==> src/rtl/tetris_pkg.sv <==
// Shared game-controller codes: state and move encodings, board width, button bundle.
package tetris_pkg;

  localparam int BOARD_W = 32;
  localparam int LOC_W   = 5;

  typedef enum logic [2:0] {
    ST_GEN      = 3'd0,
    ST_MOVE     = 3'd1,
    ST_LAND     = 3'd2,
    ST_CLEAR    = 3'd3,
    ST_NEWBOARD = 3'd4,
    ST_GAMEOVER = 3'd5
  } state_t;

  typedef enum logic [1:0] {
    MV_LEFT   = 2'd0,
    MV_RIGHT  = 2'd1,
    MV_ROTATE = 2'd2,
    MV_DROP   = 2'd3
  } move_t;

  typedef struct packed {
    logic rotate;
    logic left;
    logic right;
  } btn_req_t;

  // Rotate beats left beats right; no request means drop/idle.
  function automatic move_t req_to_move(input btn_req_t r);
    if (r.rotate)     return MV_ROTATE;
    else if (r.left)  return MV_LEFT;
    else if (r.right) return MV_RIGHT;
    else              return MV_DROP;
  endfunction

endpackage

==> src/rtl/drop_timer.sv <==
// Gravity timer: counts MOVE cycles and raises a sticky pending flag on each wrap.
module drop_timer #(
  parameter int DROP_PERIOD = 16
) (
  input  logic clka,
  input  logic restart,
  input  logic clr,
  input  logic tick,
  input  logic consume,
  output logic pending
);

  localparam logic [7:0] LAST = 8'(DROP_PERIOD - 1);

  logic [7:0] cnt;
  logic       wrap;

  assign wrap = tick && (cnt == LAST);

  always_ff @(posedge clka or posedge restart) begin
    if (restart) begin
      cnt     <= '0;
      pending <= 1'b0;
    end else if (clr) begin
      cnt     <= '0;
      pending <= 1'b0;
    end else begin
      if (tick) cnt <= wrap ? 8'd0 : cnt + 8'd1;
      // A fresh wrap outranks consumption of the previous one.
      if (wrap)         pending <= 1'b1;
      else if (consume) pending <= 1'b0;
    end
  end

endmodule

==> src/rtl/game_ctrl.sv <==
// Tetris game-flow controller: sequences spawn/move/land/clear and holds the game context.
// Optional GAME_CTRL_SCORE_EN adds a saturating 8-bit landed-piece score output.
module game_ctrl
  import tetris_pkg::*;
#(
  parameter int         DROP_PERIOD = 16,
  parameter logic [4:0] SPAWN_LO    = 5'd1,
  parameter logic [4:0] SPAWN_HI    = 5'd5
) (
  input  logic               clka,
  input  logic               restart,
  input  logic               btn_left,
  input  logic               btn_right,
  input  logic               btn_rotate,
  input  logic               start,
  input  logic [1:0]         dp_piece,
  input  logic [LOC_W-1:0]   dp_location,
  input  logic [1:0]         dp_rotation,
  input  logic               dp_touched,
  input  logic               dp_error,
  input  logic [BOARD_W-1:0] dp_board,
  output logic [2:0]         state,
  output logic [1:0]         move,
  output logic [LOC_W-1:0]   location,
  output logic [1:0]         rotation,
  output logic [1:0]         curr_piece,
  output logic [BOARD_W-1:0] board,
  output logic               game_over
`ifdef GAME_CTRL_SCORE_EN
  ,
  output logic [7:0]         score
`endif
);

  state_t   st, st_nxt;
  btn_req_t req;
  logic     in_move, btn_any, drop_pending, upd;
  move_t    mv;

  assign req     = '{rotate: btn_rotate, left: btn_left, right: btn_right};
  assign in_move = (st == ST_MOVE);
  assign btn_any = btn_rotate | btn_left | btn_right;

  drop_timer #(.DROP_PERIOD(DROP_PERIOD)) u_drop_timer (
    .clka    (clka),
    .restart (restart),
    .clr     (st == ST_GEN),
    .tick    (in_move),
    .consume (in_move && !btn_any),
    .pending (drop_pending)
  );

  // A landing cycle freezes position and reports an idle move.
  always_comb begin
    mv  = MV_DROP;
    upd = 1'b0;
    if (in_move && !dp_touched) begin
      mv  = req_to_move(req);
      upd = btn_any || drop_pending;
    end
  end

  always_comb begin
    st_nxt = ST_NEWBOARD;
    case (st)
      ST_NEWBOARD: st_nxt = ST_GEN;
      ST_GEN:      st_nxt = ST_MOVE;
      ST_MOVE:     st_nxt = dp_touched ? ST_LAND : ST_MOVE;
      ST_LAND:     st_nxt = ST_CLEAR;
      ST_CLEAR:    st_nxt = dp_error ? ST_GAMEOVER : ST_GEN;
      ST_GAMEOVER: st_nxt = start ? ST_NEWBOARD : ST_GAMEOVER;
      default:     st_nxt = ST_NEWBOARD;
    endcase
  end

  always_ff @(posedge clka or posedge restart) begin
    if (restart) st <= ST_NEWBOARD;
    else         st <= st_nxt;
  end

  always_ff @(posedge clka or posedge restart) begin
    if (restart) begin
      location   <= '0;
      rotation   <= '0;
      curr_piece <= '0;
      board      <= '0;
    end else begin
      case (st)
        ST_NEWBOARD: begin
          board    <= '0;
          location <= '0;
          rotation <= '0;
        end
        ST_GEN: begin
          curr_piece <= dp_piece;
          location   <= (dp_piece < 2'd2) ? SPAWN_LO : SPAWN_HI;
          rotation   <= '0;
        end
        ST_MOVE: begin
          if (upd) begin
            location <= dp_location;
            rotation <= dp_rotation;
          end
        end
        ST_LAND, ST_CLEAR: board <= dp_board;
        ST_GAMEOVER:       board <= '1;
        default: ;
      endcase
    end
  end

`ifdef GAME_CTRL_SCORE_EN
  always_ff @(posedge clka or posedge restart) begin
    if (restart)                            score <= '0;
    else if (st == ST_LAND && score != '1)  score <= score + 8'd1;
  end
`endif

  assign state     = st;
  assign move      = mv;
  assign game_over = (st == ST_GAMEOVER);

endmodule
==> config.mk <==
export PLATFORM = sky130hd
export DESIGN_NAME = game_ctrl
export DESIGN_NICKNAME = d
export VERILOG_FILES = /design/src/rtl/tetris_pkg.sv /design/src/rtl/drop_timer.sv /design/src/rtl/game_ctrl.sv
export SDC_FILE = /design/constraint.sdc
export NUM_CORES = 1
export LEC_CHECK = 0
export ABC_AREA = 0
export CAP_MARGIN = 30
export CORE_MARGIN = 1.5
export CORE_UTILIZATION = 35
export DETAILED_ROUTE_END_ITERATION = 10
export PLACE_DENSITY = 0.64
export SYNTH_ARGS = -nofsm -noshare
export SYNTH_HDL_FRONTEND = slang
export SYNTH_SLANG_ARGS = --single-unit
==> constraint.sdc <==
create_clock -name clka -period 4 [get_ports clka]
set_input_delay 1.2 -clock clka [delete_from_list [all_inputs] [get_ports clka]]
set_output_delay 1.2 -clock clka [all_outputs]
set_load 0.03 [all_outputs]
**Word-level counts from Yosys, hierarchy flattened**

Index checks and enable logic that the tools add are counted.

- Bitwise logic cells: 2
- Multiplexer cells: 21
- Add/sub/neg operators: 1
- Shifts and indexed selects: 0
- Reductions and logical operators: 16
- Magnitude comparators: 1
- Multipliers: 0
- Eq/ne operators: 7
- Divide/modulo/power cells: 0

Operator list:

| kind | count |
|---|---|
| 32-bit case mux with 3 select lines | 1 |
| 8-bit 2-to-1 mux | 3 |
| 3-bit case mux with 6 select lines | 1 |
| 5-bit case mux with 3 select lines | 1 |
| 2-bit 2-to-1 mux | 6 |
| 3-bit nonzero test | 3 |
| 8-bit by 1-bit adder with 8-bit output, second input constant | 1 |
| 8-bit by 4-bit equality test with 1-bit output, second input constant | 1 |
| 3-bit by 2-bit equality test with 1-bit output, second input constant | 2 |
| 3-bit equality test, second input constant | 2 |
| 3-bit 2-to-1 mux | 2 |
| 1-bit 2-to-1 mux | 5 |
| 5-bit 2-to-1 mux | 1 |
| 2-bit case mux with 2 select lines | 1 |
| 2-bit AND reduction | 2 |
| 2-bit nonzero test | 2 |
| 2-bit OR reduction | 2 |
| 3-bit by 1-bit equality test with 1-bit output, second input constant | 1 |
| 1-bit logical AND | 3 |
| 3-bit logical NOT | 1 |
| 1-bit logical NOT | 2 |
| 2-bit < comparator, second input constant | 1 |
| 2-bit by 1-bit != test with 1-bit output, second input constant | 1 |
| 1-bit bitwise OR | 2 |
| 1-bit logical OR | 1 |

- Logic and storage cells: 55
- Bits in latches: 0
- Memories kept: 0
- Output and inout bits: 47
- Bits of input ports: 49
- Memory bits (writable): 0
- Bits in registers: 53
- ROM bits: 0

**Logic depth before layout (Yosys ltp)**

Gate-level depths: netlist of run 1.

- Word-level depth: 7
- Depth in mapped cells: 6
- Mapped depth without buffers: 5

**Cells and area by module**

Synthesis of run 1 repeated with hierarchy kept, for this count alone.

- Cells, all modules: 269
- Area, all modules: 2625.0 um^2

Modules (own cells, without submodules):

| module | seq. area each (um^2) | times used | area each (um^2) | cells each |
|---|---|---|---|---|
| game_ctrl | 1102.3 | 1 | 2154.6 | 221 |
| drop_timer | 225.2 | 1 | 470.5 | 48 |

**Least setup slack after synthesis of run 1**

OpenSTA, ideal clock, no wires.

- Kind: input to output
- Start point: in btn_rotate
- End point: out move[0]
- Data required time: 2800 ps
- Arrival: 1890 ps
- Cell stages on the path: 1
- Path buffers: 0
- Path slack: 910 ps
- Path through: o21ai_0

- Cells in the longest elaborated chain, start to end: 2

Ends and longest elaborated chain:

| what | line | RTL |
|---|---|---|
| start, declared | game_ctrl.sv:14 | `input logic btn_rotate,` |
| 2-bit 2-to-1 mux | tetris_pkg.sv:31 | `if (r.rotate) return MV_ROTATE;` |
| 2-bit 2-to-1 mux | game_ctrl.sv:57 | `if (in_move && !dp_touched) begin` |
| end, declared | game_ctrl.sv:23 | `output logic [1:0] move,` |

Every way passes these cells.

**Worst setup path in the final report of run 1**

- Start point: in dp_touched
- End point: out move[0]

- Cells in the longest elaborated chain, start to end: 3

Ends and longest elaborated chain:

| what | line | RTL |
|---|---|---|
| start, declared | game_ctrl.sv:19 | `input logic dp_touched,` |
| 1-bit logical NOT | game_ctrl.sv:57 |  |
| 1-bit logical AND | game_ctrl.sv:57 |  |
| 2-bit 2-to-1 mux | game_ctrl.sv:57 |  |

Every way passes these cells.

==> impl_metrics.tcl, run 1 <==
set metrics [dict create \
    status "completed" \
    cp_data_arrival_time_ns 2.71 \
    area_growth_pct 47.25 \
    ant_nets 0 \
    clockBufferDepth 2 \
    mostFrequentLayoutCells "94 x clkdlybuf4s50_1, 52 x dfrtp_1, 36 x nand2_1, 32 x o21ai_0, 21 x a221o_1" \
    rsz0062_at_grt "false" \
    p_leak_nw 1.490 \
    fin_skew_ns 0.008882 \
    post-route-drc-count 0 \
    grt_usage_pct 16.28 \
    path_cells "clkdlybuf4s50_1 -> nor4b_2 -> buf_4 -> o21ai_0 -> clkdlybuf4s50_1" \
    crit_path_frequent_cell "clkdlybuf4s50_1" \
    hp-start "u_drop_timer.cnt[7]" \
    fmax_ghz 0.2555 \
    min_path_cells 1 \
    cap_viol_max_count 0 \
    ctsHoldBuffers 0 \
    synthArstFlopShare_pct 100.0 \
    postLayoutCoreUtil_pct 53.04 \
    hold_path.class "flip-flop to flip-flop" \
    synth_area_per_cell_um2 10.67 \
    r2r-end "u_drop_timer.cnt[7]" \
    finalSetupTns_ns 0 \
    cp_max_fo 3 \
    power_w 0.003051 \
    place.gp.congestion 0.7788 \
    r2r_setup_slack_ns 2.06 \
    drt-wirelength-per-cell_um 14.75 \
    final_common_cell "clkdlybuf4s50_1" \
    r2r_start "state[2]" \
    grt_max_degree 36 \
    fin_crit_ns 3.914 \
    h-tree-depth 2 \
    synth_area_mm2 0.002434 \
    synth-edff-count 0 \
    slew_headroom_pct 35.25 \
    ioPinCount 96 \
    worst_slack_ns 0.08644 \
    end_kind "primary output" \
    drive_above_1_share_pct 11.60 \
    cts_setup_buffers 0 \
    cts_tree "done" \
    multiInputGateArea_mm2 0.001011 \
    routed_wl_um 5885 \
    hold_viol_final 0 \
    n_fill_cell 625 \
    ys_seq_area_share_pct 54.55 \
    clock-sinks 53 \
    die_x_um 86.39 \
    seq_area_mm2 0.001328 \
    ir_worst_vdd_v 0.0003823 \
    diodes 0 \
    hold_end "u_drop_timer.cnt[7]" \
    dp_cells 391 \
    final_nets 368 \
    pre_cts_ws_ns 0.09336 \
    ys.warnings.count 0 \
    viasPerCell 5.193 \
    criticalPathCategory "input port to primary output" \
    tightest_slew_ns 0.9664 \
    syn_inst 228 \
    cts-root-buf "clkbuf_8" \
    cts.reportedPaths.clkPinSlew_ns 0.10 \
    critPathLaunchType "input port" \
    grt_pass1_vias 1984 \
    final_cells 399 \
    numCtsBuffers 5 \
    yosys_register_bits 53 \
    dr.pass1.iters 4 \
    drtIter0Drc 97 \
    cts_resized 0 \
    synth_fp_nets 278 \
    r2r_cells 5 \
    yosys.cell_types.count 40 \
    dpl.hpwl_um 4069 \
    slowest_stage "clkdlybuf4s50_1" \
    dieArea_mm2 0.007462 \
    setup_violations 0 \
    rows 30 \
    core_area_mm2 0.006756 \
    required_ns 2.80 \
    min_period_over_period_pct 97.84 \
    insertion_delay_ns 0.31 \
    num_vias 2072 \
    grt_pass1_wl_um 9625 \
    ys.flop_type "dfrtp_1" \
    portBuffers 95 \
    die_y_um 86.39 \
    power_density_mw_per_mm2 851.4 \
    antenna_found_initial 0 \
    gr-total-overflow 0 \
    start_util_pct 36.02 \
    slowest_delay_ns 0.60 \
    drv_slew 0 \
]
[Yosys cell counts (2+ instances only)]
cell,count,area share [%]
clkbuf_1,15,2.3
a221o_1,21,8.6
a22o_1,4,1.4
nor2_1,8,1.2
a31oi_1,2,0.51
or3_1,2,0.51
nand2_1,36,5.6
nand4_1,2,0.51
o21ai_0,32,6.6
dfrtp_1,52,53
buf_6,3,1.4
nor2b_1,2,0.51
nor3_1,2,0.41
nand3_1,5,1.0
nand2b_1,2,0.51
a21oi_1,3,0.62
mux2_2,14,6.5
[final cells by class]
class / count / share of cell area (%)
Sequential cell: 53 / 37.05
Clock buffer: 6 / 2.304
Inverter: 1 / 0.1047
Clock inverter: 2 / 1.047
Tap cell: 80 / 2.793
Timing Repair Buffer: 103 / 28.49
Multi-Input combinational cell: 154 / 28.21
[worst max-delay path, delay by kind of cell]
kind | cells | cell delay [ns]
AO/OA/AOI/OAI | 1 | 0.08
buffers and inverters | 3 | 1.21
AND/OR/NAND/NOR | 1 | 0.23
[per-stage QoR]
step | hold WS [ns] | area [um2]
4_1_cts | 0.4839 | 3583
3_3_place_gp | 0.4656 | 3443
6_report | 0.4824 | 3583
2_1_floorplan | 0.4436 | 2434
3_5_place_dp | 0.4706 | 3463
5_1_grt | 0.5019 | 3583
[sequential cells by signal (all words and copies together) (netlist names)]
signal                flops
u_drop_timer.pending      1
board                    32
location                  5
u_drop_timer.cnt          8
state                     3
rotation                  2
curr_piece                2
[layer usage]
layer	wire length (um)	GRT usage, %	vias to the layer above
met5	0	0	-
met4	65	4.399	0
met3	519	5.333	5
met2	2579	25.36	87
met1	2720	21.88	961
li1	-	-	1019
[kinds of logic after synthesis]
family / share of synthesized area [%]
mux: 6.478
compound gates: 21.29
simple gates: 12.60
flops: 54.55
xor+xnor: 0.3600
buf+inv: 4.215
fa+ha+maj: 0.5141
[worst max-delay path by stage]
stage,startpoint,endpoint,slack (ns),depth (start not counted)
3_5_place_dp,dp_touched,move[0],0.09,5
3_3_place_gp,dp_touched,move[0],0.09,5
2_1_floorplan,btn_rotate,move[0],0.91,1
6_report,dp_touched,move[0],0.09,5
4_1_cts,dp_touched,move[0],0.07,5
5_1_grt,dp_touched,move[0],0.02,5
[power breakdown]
part,leakage [nW],switching [W],internal (W)
sequential,0.657,0.000173,0.000782
clock,0.0574,0.000178,0.000204
combinational,0.775,0.000958,0.000756
Note: power is estimated with default switching activity, not from simulation.
==> run 2, diff against run 1 <==
--- a/config.mk
+++ b/config.mk
@@ -7,9 +7,10 @@
 export LEC_CHECK = 0
 export ABC_AREA = 0
 export CAP_MARGIN = 30
-export CORE_MARGIN = 1.5
+export CORE_MARGIN = 5
 export CORE_UTILIZATION = 35
 export DETAILED_ROUTE_END_ITERATION = 10
+export HOLD_SLACK_MARGIN = 0.03
 export PLACE_DENSITY = 0.64
 export SYNTH_ARGS = -nofsm -noshare
 export SYNTH_HDL_FRONTEND = slang
==> impl_metrics.tcl, run 2 (synthesized netlist as in run 1, its figures left out) <==
set metrics [dict create \
    routed_wl_um 6339 \
    viasPerCell 5.094 \
    hold_end "u_drop_timer.cnt[7]" \
    cp_data_arrival_time_ns 2.68 \
    start_util_pct 35.82 \
    rsz0062_at_grt "false" \
    ir_worst_vdd_v 0.0003517 \
    r2r_setup_slack_ns 2.08 \
    grt_usage_pct 14.89 \
    drive_above_1_share_pct 11.04 \
    clock-sinks 53 \
    slowest_stage "clkdlybuf4s50_1" \
    cts_tree "done" \
    hold_ws_ns 0.4849 \
    insertion_delay_ns 0.30 \
    antenna_found_initial 0 \
    r2r_cells 5 \
    fin_skew_ns 0.008206 \
    grt_max_degree 36 \
    numCtsBuffers 5 \
    power_frac_clock_pct 10.8 \
    r2r_start "state[2]" \
    r2r-end "u_drop_timer.cnt[5]" \
    dr.pass1.iters 4 \
    h-tree-depth 2 \
    power.switching_w 0.001311 \
    rows 30 \
    hold_path.class "flip-flop to flip-flop" \
    cts_setup_buffers 0 \
    cp_max_fo 3 \
    reg_top3 "board x32, u_drop_timer.cnt x8, location x5" \
    path_cells "clkdlybuf4s50_1 -> nor4b_2 -> nand2_1 -> clkdlybuf4s50_1" \
    cts-root-buf "clkbuf_8" \
    fin_crit_ns 3.884 \
    dieArea_mm2 0.008721 \
    final_common_cell "clkdlybuf4s50_1" \
    drtIter0Drc 167 \
    cts.reportedPaths.clkPinSlew_ns 0.08 \
    core_area_mm2 0.006794 \
    ioPinCount 96 \
    n_fill_cell 615 \
    clockBufferDepth 2 \
    power_density_mw_per_mm2 842.3 \
    grt_pass1_wl_um 10380 \
    area_growth_pct 46.27 \
    die_x_um 93.39 \
    diodes 0 \
    power_frac_seq_pct 31.3 \
    post-route-drc-count 0 \
    critPathLaunchType "input port" \
    required_ns 2.80 \
    min_period_over_period_pct 97.10 \
    criticalPathCategory "input port to primary output" \
    ant_nets 0 \
    dpl.hpwl_um 4408 \
    drt-wirelength-per-cell_um 15.35 \
    regMostFlops "board" \
    slew_headroom_pct 31.52 \
    hold_viol_final 0 \
    place.gp.congestion 0.8004 \
    mostFrequentLayoutCells "93 x clkdlybuf4s50_1, 52 x dfrtp_1, 36 x nand2_1, 32 x o21ai_0, 21 x a221o_1" \
    die_y_um 93.39 \
    crit_path_frequent_cell "clkdlybuf4s50_1" \
    setup_violations 0 \
    gr-total-overflow 0 \
    pwr-share-comb_pct 57.8 \
    tightest_slew_ns 1.022 \
    slowest_delay_ns 0.60 \
    final_nets 366 \
    portBuffers 95 \
    finalSetupTns_ns 0 \
    status "completed" \
    grt_pass1_vias 2039 \
    drv_slew 0 \
    critPathLaunch "dp_touched" \
    p_leak_nw 1.474 \
    end_kind "primary output" \
    num_vias 2104 \
    intPower_w 0.001687 \
    cap_viol_max_count 0 \
    min_path_cells 1 \
    hp-start "u_drop_timer.cnt[7]" \
    largest_reg_flops 32 \
    fmax_ghz 0.2575 \
    swShare_pct 43.72 \
]
-- run 2: power groups by stage --
stage / logic, W / registers [W] / clock network [W]
finish: 0.00173 / 0.000939 / 0.000325
global route: 0.00187 / 0.000973 / 0.000367
CTS: 0.00175 / 0.000940 / 0.000341
detailed placement: 0.00175 / 0.000945 / 0
global placement: 0.00173 / 0.000944 / 0
floorplan: 0.000668 / 0.00136 / 0
-- run 2: worst max-delay path, delay by kind of cell --
kind / cells / cell delay (ns)
buffers and inverters: 2 / 1.07
AND/OR/NAND/NOR: 2 / 0.42
-- run 2: routing by layer --
layer	wire (um)	vias up	share of wire [%]	track usage [%]
met1	2962	1000	47	21.93
met3	701	2	11	6.516
met2	2646	95	42	19.77
li1	-	1007	-	-
met4	29	0	0.46	3.663
met5	0	-	0	0
-- run 2: area by class of cell --
class / count / area, um2 / share of cell area [%]
flip-flops and latches: 53 / 1328 / 37.29
multi-input cells: 154 / 1011 / 28.40
repair buffers: 101 / 996.0 / 27.98
well taps: 96 / 120.1 / 3.374
clock buffers: 7 / 96.34 / 2.707
clock inverters: 1 / 5.005 / 0.1406
inverters: 1 / 3.754 / 0.1054
-- run 2: worst max path at each step --
stage	cells after the start	slack, ns	end
final	4	0.12	move[1]
after global routing	4	0.05	move[1]
after CTS	4	0.06	move[0]
after detailed placement	4	0.07	move[0]
after global placement	4	0.07	move[0]
after floorplan	1	0.91	move[0]
-- run 2: timing repair --
action                                  in CTS  in global routing
hold endpoints to repair                     0                  0
hold buffers                                 0                  0
endpoints found under the setup margin       0                  1
resized for setup                            0                  1
-- run 2: per-stage QoR --
step | cells | worst slack [ns] | utilization, % | instance area, um2 | total power [W]
6_report | 413 | 0.1159 | 52.39 | 3560 | 0.002998
5_1_grt | 413 | 0.04639 | 52.39 | 3560 | 0.003206
4_1_cts | 413 | 0.05579 | 52.36 | 3557 | 0.003034
3_5_place_dp | 405 | 0.06503 | 50.87 | 3456 | 0.002692
3_3_place_gp | 405 | 0.06728 | 50.87 | 3456 | 0.002676
2_1_floorplan | 228 | 0.9105 | - | 2434 | 0.002028
